$ cat src/rtl/cpu_pkg.sv
// rtl/cpu_pkg.sv - shared CPU types and constants for the fetch path
package cpu_pkg;

  localparam int          XLEN        = 32;
  localparam logic [31:0] NOP_INSTR   = 32'h00000013;
  localparam logic [31:0] INSTR_BYTES = 32'd4;

  typedef struct packed {
    logic [XLEN-1:0] pc;
    logic [XLEN-1:0] instr;
  } fetch_entry_t;

endpackage

$ cat src/rtl/fetch_buffer.sv
// rtl/fetch_buffer.sv - synchronous FIFO of fetch entries with flush
module fetch_buffer
  import cpu_pkg::*;
#(
  parameter int DEPTH = 2,
  localparam int AW = $clog2(DEPTH),
  localparam int CW = AW + 1
) (
  input  logic         clk,
  input  logic         rst,
  input  logic         push_i,
  input  fetch_entry_t entry_i,
  input  logic         pop_i,
  input  logic         flush_i,
  output logic [CW-1:0] count_o,
  output fetch_entry_t head_o
);

  fetch_entry_t  mem_q [DEPTH];
  logic [AW-1:0] wr_ptr_q, wr_ptr_d;
  logic [AW-1:0] rd_ptr_q, rd_ptr_d;
  logic [CW-1:0] count_q, count_d;
  logic          pop_ok;
  logic          push_ok;

  assign pop_ok  = pop_i & (count_q != '0);
  // A push into a full buffer is only legal when the head leaves in the same cycle
  assign push_ok = push_i & ((count_q != CW'(DEPTH)) | pop_ok);

  always_comb begin
    wr_ptr_d = wr_ptr_q;
    rd_ptr_d = rd_ptr_q;
    count_d  = count_q;
    if (flush_i) begin
      wr_ptr_d = '0;
      rd_ptr_d = '0;
      count_d  = '0;
    end else begin
      if (push_ok) wr_ptr_d = wr_ptr_q + AW'(1);
      if (pop_ok)  rd_ptr_d = rd_ptr_q + AW'(1);
      case ({push_ok, pop_ok})
        2'b10:   count_d = count_q + CW'(1);
        2'b01:   count_d = count_q - CW'(1);
        default: count_d = count_q;
      endcase
    end
  end

  always_ff @(posedge clk or posedge rst) begin
    if (rst) begin
      wr_ptr_q <= '0;
      rd_ptr_q <= '0;
      count_q  <= '0;
    end else begin
      wr_ptr_q <= wr_ptr_d;
      rd_ptr_q <= rd_ptr_d;
      count_q  <= count_d;
    end
  end

  always_ff @(posedge clk) begin
    if (push_ok && !flush_i) mem_q[wr_ptr_q] <= entry_i;
  end

  assign count_o = count_q;
  assign head_o  = mem_q[rd_ptr_q];

endmodule

$ cat src/rtl/fetch_unit.sv
// rtl/fetch_unit.sv - instruction fetch initiator for a registered-read instruction memory
module fetch_unit
  import cpu_pkg::*;
#(
  parameter logic [31:0] RESET_PC  = 32'h00000000,
  parameter int          BUF_DEPTH = 2
) (
  input  logic        clk,
  input  logic        rst,
  input  logic        fetch_en_ip,
  input  logic        redirect_ip,
  input  logic [31:0] redirect_pc_ip,
  output logic [31:0] pc_op,
  input  logic [31:0] instr_ip,
  output logic        instr_valid_op,
  input  logic        instr_ready_ip,
  output logic [31:0] instr_op,
  output logic [31:0] instr_pc_op
);

  localparam int CW = $clog2(BUF_DEPTH) + 1;

  logic [31:0]   pc_q, pc_d;
  logic          inflight_q, inflight_d;
  logic [31:0]   inflight_pc_q, inflight_pc_d;
  logic [CW-1:0] count;
  fetch_entry_t  head;
  fetch_entry_t  push_entry;
  logic          pop;
  logic          issue;
  logic [CW-1:0] occ;

  assign pop   = instr_valid_op & instr_ready_ip;
  assign occ   = count + CW'(inflight_q);
  // Slot freed by this cycle's pop may be reused by a new issue
  assign issue = fetch_en_ip & ~redirect_ip & ((occ - CW'(pop)) < CW'(BUF_DEPTH));

  always_comb begin
    pc_d          = pc_q;
    inflight_d    = 1'b0;
    inflight_pc_d = inflight_pc_q;
    if (redirect_ip) begin
      pc_d = {redirect_pc_ip[31:2], 2'b00};
    end else if (issue) begin
      inflight_d    = 1'b1;
      inflight_pc_d = pc_q;
      pc_d          = pc_q + INSTR_BYTES;
    end
  end

  always_ff @(posedge clk or posedge rst) begin
    if (rst) begin
      pc_q          <= RESET_PC;
      inflight_q    <= 1'b0;
      inflight_pc_q <= '0;
    end else begin
      pc_q          <= pc_d;
      inflight_q    <= inflight_d;
      inflight_pc_q <= inflight_pc_d;
    end
  end

  assign push_entry = '{pc: inflight_pc_q, instr: instr_ip};

  fetch_buffer #(.DEPTH(BUF_DEPTH)) u_buf (
    .clk     (clk),
    .rst     (rst),
    .push_i  (inflight_q & ~redirect_ip),
    .entry_i (push_entry),
    .pop_i   (pop & ~redirect_ip),
    .flush_i (redirect_ip),
    .count_o (count),
    .head_o  (head)
  );

  assign pc_op          = pc_q;
  assign instr_valid_op = (count != '0);
  assign instr_op       = instr_valid_op ? head.instr : NOP_INSTR;
  assign instr_pc_op    = instr_valid_op ? head.pc : '0;

endmodule
$ cat config.mk
export PLATFORM = sky130hd
export DESIGN_NAME = fetch_unit
export DESIGN_NICKNAME = d
export VERILOG_FILES = /design/src/rtl/cpu_pkg.sv /design/src/rtl/fetch_buffer.sv /design/src/rtl/fetch_unit.sv
export SDC_FILE = /design/constraint.sdc
export NUM_CORES = 1
export LEC_CHECK = 0
export CORE_MARGIN = 2
export CORE_UTILIZATION = 55
export CTS_CLUSTER_DIAMETER = 50
export CTS_CLUSTER_SIZE = 14
export DETAILED_ROUTE_END_ITERATION = 16
export GPL_TIMING_DRIVEN = 0
export HOLD_SLACK_MARGIN = 0.02
export PLACE_DENSITY = 0.89
export SLEW_MARGIN = 20
export SYNTH_ARGS = -nofsm -noshare
export SYNTH_HDL_FRONTEND = slang
export SYNTH_SLANG_ARGS = --single-unit
$ cat constraint.sdc
create_clock -name clk -period 14.65 [get_ports clk]
set_input_delay 1.465 -clock clk [delete_from_list [all_inputs] [get_ports clk]]
set_output_delay 1.465 -clock clk [all_outputs]
set_load 0.05 [all_outputs]
==> impl_metrics.ini, run 1 <==
[power]
p_per_area_nw_per_um2 = 124
leakagePower_nw = 3.71
internal_power_uw = 955
peakVddDrop_v = 0.0000801
swShare = 0.263
seq_power_share = 0.505
pwr-share-clk = 0.340
comb_power_share = 0.155
p_switching_uw = 340

[critical_path]
crit_type = register to output pin
critical_path_required_ps = 13190
cp_max_fo = 10
worst-r2r-setup-slack_ps = 11170
endpoint_kind = output pin
cp-start-kind = register
reg2reg_depth = 10
cp.arrival_ps = 3280

[timing]
tns_ps = 0
worst_pin_slew_ps = 770
post-route-period-util = 0.324
setup_viol = 0
period_minus_slack_ps = 4750
fin_worst_skew_ps = 6.06
hold_viol_final = 0
slew-limit-headroom = 0.487
rsz0062_at_grt = no
fmax_mhz = 211
final-max-slew-violation-count = 0

[cts]
cts-htree-levels = 4
clock-sinks = 189
cts_made_buffers = 17
cts-root-buf = clkbuf_16
clockBufferDepth = 2
clock_latency_ps = 430
cts_tree = done
ctsResizeCount = 0
clkSlewWorstSetupHoldPaths_ps = 60
hold_buffers = 0
postCtsSetupBuffers = 0

[die]
die_x_um = 124
placementRows = 43
die_area_um2 = 15400
die_y_um = 124
floorplan.initialDensity = 0.566
ios = 166
coreArea_um2 = 14000

[detailed_routing]
via_count = 5393
drt_wl_total_mm = 18.0
drcViolationCount = 0
drtIter0Drc = 372
drtPass1Iterations = 5
ant_nets = 0
via_per_inst = 5.61
wire_per_inst_um = 18.7

[final_layout]
utilization = 0.748
diodes = 0
syn2layout_area_growth_pct = 32.2
finalNetCount = 839
drive_gt1_frac = 0.129

[yosys]
synth_warnings = 0
synth-main-ff-cell = edfxtp_1
ys_types = 46
synth_edf_count = 124
synth_seq_cells = 189
synthCells = 573
async_flop_share = 0.344
netlist_area_um2 = 7910
ys_seq_area_frac = 0.676
synth_area_per_cell_um2 = 13.8

[outcome]
status = complete, no violations

[placement]
gp_congestion = 0.884
portBuffers = 158
dpl.hpwl_mm = 13.2

[min_path]
holdCritPathClass = register to register
min_path_cells = 0

[global_route]
grt_overflow = 0
grt_pass1_wl_mm = 28.0
grt_pass1_vias = 5475
grt_max_degree = 41
antenna_found_initial = 0
grt_use_total = 0.245

[job]
drv_cap = 0
## kinds of logic after synthesis
| family | synth area share |
|---|---|
| xor+xnor | 0.0198 |
| flops | 0.676 |
| mux | 0.124 |
| compound gates | 0.0362 |
| buf+inv | 0.0278 |
| other cells | 0.000474 |
| simple gates | 0.113 |
| fa+ha+maj | 0.00316 |
## per-stage QoR
step / setup slack (ps) / total power [mW] / std cells / hold slack, ps / area, µm²
floorplan: 7480 / 0.780 / 576 / 438 / 7920
global placement: 5050 / 0.853 / 914 / 448 / 9730
detailed placement: 10320 / 0.864 / 929 / 456 / 9880
CTS: 9790 / 1.30 / 961 / 478 / 10500
global route: 9660 / 1.34 / 961 / 491 / 10500
finish: 9900 / 1.30 / 961 / 477 / 10500
## worst max-delay path, stage by stage (launching register included)
cell and delay (ps):
dfrtp_1 370, buf_2 160, nor2_1 450, clkbuf_1 440
clkbuf_1 490, nor2_1 190, clkdlybuf4s50_1 750
## power groups by stage
stage	sequential [mW]	clock [mW]	combinational, mW
finish	0.654	0.440	0.200
global route	0.659	0.467	0.213
CTS	0.653	0.447	0.202
detailed placement	0.664	0	0.200
global placement	0.661	0	0.192
floorplan	0.680	0	0.101
## routing by layer
| metal | GRT usage | wire length (µm) | up-vias |
|---|---|---|---|
| met4 | 0.0934 | 356 | 0 |
| met5 | 0 | 0 | - |
| met2 | 0.402 | 8820 | 245 |
| met1 | 0.317 | 7470 | 2620 |
| li1 | - | - | 2494 |
| met3 | 0.0618 | 1370 | 34 |
## area by class of cell
| type | instances | area (µm²) |
|---|---|---|
| Sequential cell | 189 | 5350 |
| Fill cell | 879 | 3530 |
| Multi-Input combinational cell | 344 | 2360 |
| Timing Repair Buffer | 173 | 1720 |
| Clock buffer | 24 | 493 |
| Tap cell | 180 | 225 |
| Buffer | 33 | 183 |
| Clock inverter | 8 | 82.6 |
| Inverter | 10 | 40.0 |
## flip-flops by register name (all words and copies together) (netlist names)
name            count
u_buf.mem_q       124
inflight_pc_q      30
pc_op              30
u_buf.count_o       2
inflight_q          1
u_buf.rd_ptr_q      1
u_buf.wr_ptr_q      1
## synthesized netlist by cell type, types with 2 or more instances
master / n / area share
edfxtp_1: 124 / 0.47
nor2_1: 74 / 0.035
dfrtp_1: 65 / 0.21
mux2i_1: 63 / 0.080
nand2_1: 38 / 0.018
mux2_2: 31 / 0.044
o21ai_0: 19 / 0.012
clkbuf_1: 18 / 0.0085
nand3_1: 18 / 0.011
nand4_1: 12 / 0.0095
xor2_1: 11 / 0.012
inv_1: 10 / 0.0047
or4_1: 10 / 0.0095
a31oi_1: 7 / 0.0055
nor3_1: 7 / 0.0044
o211ai_1: 6 / 0.0057
buf_2: 5 / 0.0032
xnor2_1: 5 / 0.0055
buf_4: 4 / 0.0038
o31ai_1: 4 / 0.0038
and3_1: 3 / 0.0024
clkbuf_8: 3 / 0.0052
o31a_1: 3 / 0.0033
or3_1: 3 / 0.0024
a21oi_1: 2 / 0.0013
and2_1: 2 / 0.0016
and2_2: 2 / 0.0019
buf_1: 2 / 0.00095
ha_1: 2 / 0.0032
nand2b_1: 2 / 0.0016
nor4_1: 2 / 0.0016
o311ai_0: 2 / 0.0022
## worst paths after layout
path / from / end
setup / recovery: u_buf.count_o[1] / instr_pc_op[29]
max in group asynchronous: rst / u_buf.rd_ptr_q
hold reg to reg: inflight_pc_q[13] / u_buf.mem_q[1][45]
setup reg to reg: u_buf.count_o[1] / inflight_pc_q[22]
min in group asynchronous: rst / inflight_pc_q[10]
hold / removal: inflight_pc_q[13] / u_buf.mem_q[1][45]
## layout by cell type, fill, tap and decap left out, types with 7 or more instances in the layout
cell             count
clkbuf_16           18
nand3_1             18
buf_4               14
clkdlybuf4s50_1    158
edfxtp_1           124
or4_1               10
mux2_2              31
inv_1                9
clkbuf_1            22
o21ai_0             19
xor2_1              11
dfrtp_1             65
nand2_1             38
a31oi_1              7
nor2_1              74
nand4_1             12
mux2i_1             63
No activity file was read; power rests on OpenSTA's default activity.
==> run 2, diff against run 1 <==
--- a/config.mk
+++ b/config.mk
@@ -6,13 +6,13 @@
 export NUM_CORES = 1
 export LEC_CHECK = 0
 export CORE_MARGIN = 2
-export CORE_UTILIZATION = 55
+export CORE_UTILIZATION = 51
 export CTS_CLUSTER_DIAMETER = 50
 export CTS_CLUSTER_SIZE = 14
 export DETAILED_ROUTE_END_ITERATION = 16
 export GPL_TIMING_DRIVEN = 0
 export HOLD_SLACK_MARGIN = 0.02
-export PLACE_DENSITY = 0.89
+export PLACE_DENSITY = 0.84
 export SLEW_MARGIN = 20
 export SYNTH_ARGS = -nofsm -noshare
 export SYNTH_HDL_FRONTEND = slang
==> constraint.sdc (replaced) <==
create_clock -name clk -period 4.4 [get_ports clk]
set_input_delay 0.44 -clock clk [delete_from_list [all_inputs] [get_ports clk]]
set_output_delay 0.44 -clock clk [all_outputs]
set_load 0.05 [all_outputs]
==> impl_metrics.ini, run 2 (synthesis gave the netlist of run 1 again) <==
[outcome]
status = complete, no violations

[power]
pwr-share-clk = 0.350
seq_power_share = 0.496
swShare = 0.275
leakagePower_nw = 3.72
internal_power_mw = 3.17
comb_power_share = 0.154
p_switching_mw = 1.20
p_per_area_nw_per_um2 = 415
peakVddDrop_v = 0.000263

[critical_path]
reg2reg_depth = 10
worst-r2r-setup-slack_ps = 860
cp.arrival_ps = 3250
endpoint_kind = output pin
critical_path_required_ps = 3960
rr_endpoint = inflight_pc_q[27]
regToRegStartpoint = u_buf.count_o[1]
cp-start-kind = register
crit_path_start = u_buf.count_o[1]
crit_type = register to output pin
crit_end = instr_pc_op[27]
cp_max_fo = 10

[final_layout]
finalNonFillerCells = 965
largest_reg_flops = 124
final_cell_mix = clkdlybuf4s50_1, edfxtp_1, nor2_1
utilization = 0.693
drive_gt1_frac = 0.130
regMostFlops = u_buf.mem_q
stdcell_area_um2 = 10500
layout_commonest_cell = clkdlybuf4s50_1
fill_cells = 1044
finalNetCount = 835
syn2layout_area_growth_pct = 33.0
diodes = 0

[die]
coreArea_um2 = 15200
placementRows = 45
die_area_um2 = 16500
die_y_um = 129
ios = 166
die_x_um = 129
floorplan.initialDensity = 0.520

[global_route]
grt_use_total = 0.225
antenna_found_initial = 0
grt_pass1_vias = 5315
grt_overflow = 0
grt_max_degree = 43
grt_pass1_wl_mm = 28.2

[job]
drv_cap = 0

[cts]
ctsResizeCount = 0
clkSlewWorstSetupHoldPaths_ps = 70
postCtsSetupBuffers = 0
hold_buffers = 0
clockBufferDepth = 2
cts_made_buffers = 17
cts-htree-levels = 4
clock-sinks = 189
clock_latency_ps = 430
cts-root-buf = clkbuf_16
cts_tree = done

[timing]
rsz0062_at_grt = no
hold_viol_final = 0
period_minus_slack_ps = 3690
fin_worst_skew_ps = 6.29
fmax_mhz = 271
worst_pin_slew_ps = 822
setup_viol = 0
post-route-period-util = 0.839
final-max-slew-violation-count = 0
slew-limit-headroom = 0.446

[detailed_routing]
ant_nets = 0
drtPass1Iterations = 4
drtIter0Drc = 391
via_per_inst = 5.54
via_count = 5347
wire_per_inst_um = 18.8
drcViolationCount = 0
drt_wl_total_mm = 18.1

[placement]
post_dp_cell_area_um2 = 9930
dpl.hpwl_mm = 13.2
portBuffers = 158
gp_congestion = 0.859
place_inst = 933

[min_path]
holdCritPathClass = input pin to async pin
[run 2: power groups by stage]
stage / sequential [mW] / combinational (mW) / clock, mW
floorplan: 2.26 / 0.336 / 0
global placement: 2.19 / 0.644 / 0
detailed placement: 2.20 / 0.676 / 0
CTS: 2.17 / 0.679 / 1.55
global route: 2.18 / 0.717 / 1.62
finish: 2.17 / 0.674 / 1.53
[run 2: layer usage]
layer | vias to the layer above | part of all wire | GRT usage
met5 | - | 0 | 0
met4 | 0 | 0.011 | 0.0691
met3 | 19 | 0.056 | 0.0449
met2 | 177 | 0.51 | 0.384
met1 | 2679 | 0.43 | 0.295
li1 | 2472 | - | -
[run 2: critical path, stage by stage (launching register included)]
cell,delay (ps)
dfrtp_1,350
buf_2,160
nor2_1,450
clkbuf_1,460
clkbuf_1,520
nor2_1,140
clkdlybuf4s50_1,740
[run 2: worst min-delay path by stage]
stage / to / start / cells after the start / slack [ps]
after CTS: inflight_pc_q[4] / rst / 2 / 340
after global placement: u_buf.mem_q[1][37] / inflight_pc_q[5] / 0 / 440
after detailed placement: u_buf.mem_q[1][39] / inflight_pc_q[7] / 0 / 450
final: inflight_pc_q[3] / rst / 2 / 330
after global routing: inflight_pc_q[4] / rst / 2 / 360
after floorplan: u_buf.mem_q[0][34] / inflight_pc_q[2] / 0 / 440
[run 2: stage by stage]
step                      TNS [ps]  power [mW]  worst slack [ps]  hold slack, ps
after floorplan                  0        2.60               453             438
after global placement     -118790        2.84              -961             444
after detailed placement         0        2.88               886             453
after CTS                        0        4.39               731             337
after global routing             0        4.52               558             364
final                            0        4.37               708             334
[run 2: cell type report]
class                   instances  area (µm²)  share of cell area
flip-flops and latches        189        5350               0.508
multi-input cells             344        2380               0.226
repair buffers                169        1750               0.166
clock buffers                  18         450              0.0428
well taps                     188         235              0.0223
plain buffers                  33         183              0.0174
clock inverters                14         148              0.0140
inverters                      10        40.0             0.00380
==> run 3, diff against run 2 <==
--- a/config.mk
+++ b/config.mk
@@ -6,13 +6,13 @@
 export NUM_CORES = 1
 export LEC_CHECK = 0
 export CORE_MARGIN = 2
-export CORE_UTILIZATION = 51
+export CORE_UTILIZATION = 46
 export CTS_CLUSTER_DIAMETER = 50
 export CTS_CLUSTER_SIZE = 14
 export DETAILED_ROUTE_END_ITERATION = 16
 export GPL_TIMING_DRIVEN = 0
 export HOLD_SLACK_MARGIN = 0.02
-export PLACE_DENSITY = 0.84
+export PLACE_DENSITY = 0.8
 export SLEW_MARGIN = 20
 export SYNTH_ARGS = -nofsm -noshare
 export SYNTH_HDL_FRONTEND = slang
==> constraint.sdc (replaced) <==
create_clock -name clk -period 3.1 [get_ports clk]
set_input_delay 0.31 -clock clk [delete_from_list [all_inputs] [get_ports clk]]
set_output_delay 0.31 -clock clk [all_outputs]
set_load 0.05 [all_outputs]
==> impl_metrics.ini, run 3 (synthesis gave the netlist of run 1 again) <==
[power]
swShare = 0.273
pwr-share-clk = 0.325
seq_power_share = 0.516
internal_power_mw = 4.35
p_switching_mw = 1.63
peakVddDrop_v = 0.000396
comb_power_share = 0.160
p_per_area_nw_per_um2 = 569
leakagePower_nw = 3.76

[cts]
clkSlewWorstSetupHoldPaths_ps = 70
cts-htree-levels = 4
clock_latency_ps = 430
clock-sinks = 189
cts-root-buf = clkbuf_16
cts_tree = done
cts_made_buffers = 17
clockBufferDepth = 2

[global_route]
grt_use_total = 0.202
grt_max_degree = 34
grt_overflow = 0
grt_pass1_vias = 5232
antenna_found_initial = 0
grt_pass1_wl_mm = 28.0

[final_layout]
seq_area_um2 = 5350
fill_cells = 1282
stdcell_area_um2 = 10500
regMostFlops = u_buf.mem_q
multiInputGateArea_um2 = 2400
drive_gt1_frac = 0.140
finalNetCount = 834
largest_reg_flops = 124
utilization = 0.630
syn2layout_area_growth_pct = 32.9
diodes = 0
layout_commonest_cell = clkdlybuf4s50_1
final_cell_mix = clkdlybuf4s50_1, edfxtp_1, nor2_1

[die]
placementRows = 47
coreArea_um2 = 16700
die_area_um2 = 18300
ios = 166
die_x_um = 135
die_y_um = 135
floorplan.initialDensity = 0.474

[timing]
rsz0062_at_grt = yes
slew-limit-headroom = 0.481
hold_viol_final = 0
fin_worst_skew_ps = 11.8
post-route-period-util = 0.962
worst_pin_slew_ps = 771
period_minus_slack_ps = 2980
setup_viol = 0
final-max-slew-violation-count = 0
fmax_mhz = 335

[critical_path]
cp_max_fo = 7
endpoint_kind = register
critical_path_required_ps = 3390
crit_type = register to register
cp.arrival_ps = 3270
cp-start-kind = register

[placement]
post_dp_cell_area_um2 = 9950
portBuffers = 158
dpl.hpwl_mm = 13.1
gp_congestion = 0.860

[outcome]
status = complete, no violations

[detailed_routing]
drtIter0Drc = 275
ant_nets = 0
drcViolationCount = 0
via_count = 5273
drt_wl_total_mm = 18.0
wire_per_inst_um = 18.1
via_per_inst = 5.29
drtPass1Iterations = 5

[min_path]
holdCritPathClass = input pin to async pin

[job]
drv_cap = 0
-- run 3: path summary, 6_finish.rpt --
| kind | start | to | slack (ps) | depth (start not counted) |
|---|---|---|---|---|
| min in group clk | redirect_pc_ip[7] | pc_op[7] | 460 | 3 |
| max in group asynchronous | rst | inflight_pc_q[21] | 2300 | 3 |
| max | u_buf.count_o[1] | pc_op[8] | 120 | 10 |
| min reg2reg | inflight_pc_q[16] | u_buf.mem_q[0][48] | 460 | 0 |
| min | rst | inflight_pc_q[6] | 270 | 2 |
| max reg2reg | u_buf.count_o[1] | pc_op[8] | 120 | 10 |
-- run 3: repair_timing --
item | CTS | global route
hold buffers | 0 | 0
endpoints found under the setup margin | 112 | 81
setup buffers | 0 | 2
gates resized for setup | 22 | 4
endpoints found under the hold margin | 0 | 0
gates cloned | 0 | 0
pin swaps | 0 | 1
-- run 3: area by class of cell --
class	instances	share of cell area
Timing Repair Buffer	169	0.164
Clock inverter	12	0.00869
Sequential cell	189	0.509
Multi-Input combinational cell	344	0.228
Buffer	32	0.0184
Clock buffer	20	0.0415
Tap cell	220	0.0262
Inverter	10	0.00381
-- run 3: power groups by stage --
stage | combinational, mW | sequential [mW] | clock (mW)
after floorplan | 0.477 | 3.21 | 0
after global placement | 0.916 | 3.12 | 0
after global routing | 1.01 | 3.11 | 2.09
final | 0.954 | 3.08 | 1.94
after CTS | 0.962 | 3.08 | 1.98
after detailed placement | 0.956 | 3.13 | 0
-- run 3: routing by layer --
| layer | global-route usage | part of all wire | wire (µm) |
|---|---|---|---|
| met1 | 0.266 | 0.42 | 7560 |
| met2 | 0.338 | 0.50 | 8970 |
| met3 | 0.0374 | 0.063 | 1130 |
| met4 | 0.0729 | 0.020 | 354 |
| met5 | 0 | 0 | 0 |
-- run 3: through the flow --
stage	hold slack, ps	power (mW)	TNS [ps]	std cells	worst slack, ps
after detailed placement	458	4.09	-17180	963	-497
after global placement	449	4.03	-289580	954	-2270
final	271	5.98	0	996	117
after CTS	259	6.02	0	995	2.38
after floorplan	409	3.69	-88030	576	-717
after global routing	290	6.21	-144	996	-39.6
-- run 3: critical path: stages (launching register included) --
cell	delay, ps
dfrtp_1	370
buf_2	180
nor2_4	210
inv_1	160
and2_1	230
ha_1	230
xor2_2	240
xor2_1	220
or4_2	710
xor2_1	200
o21ai_0	100
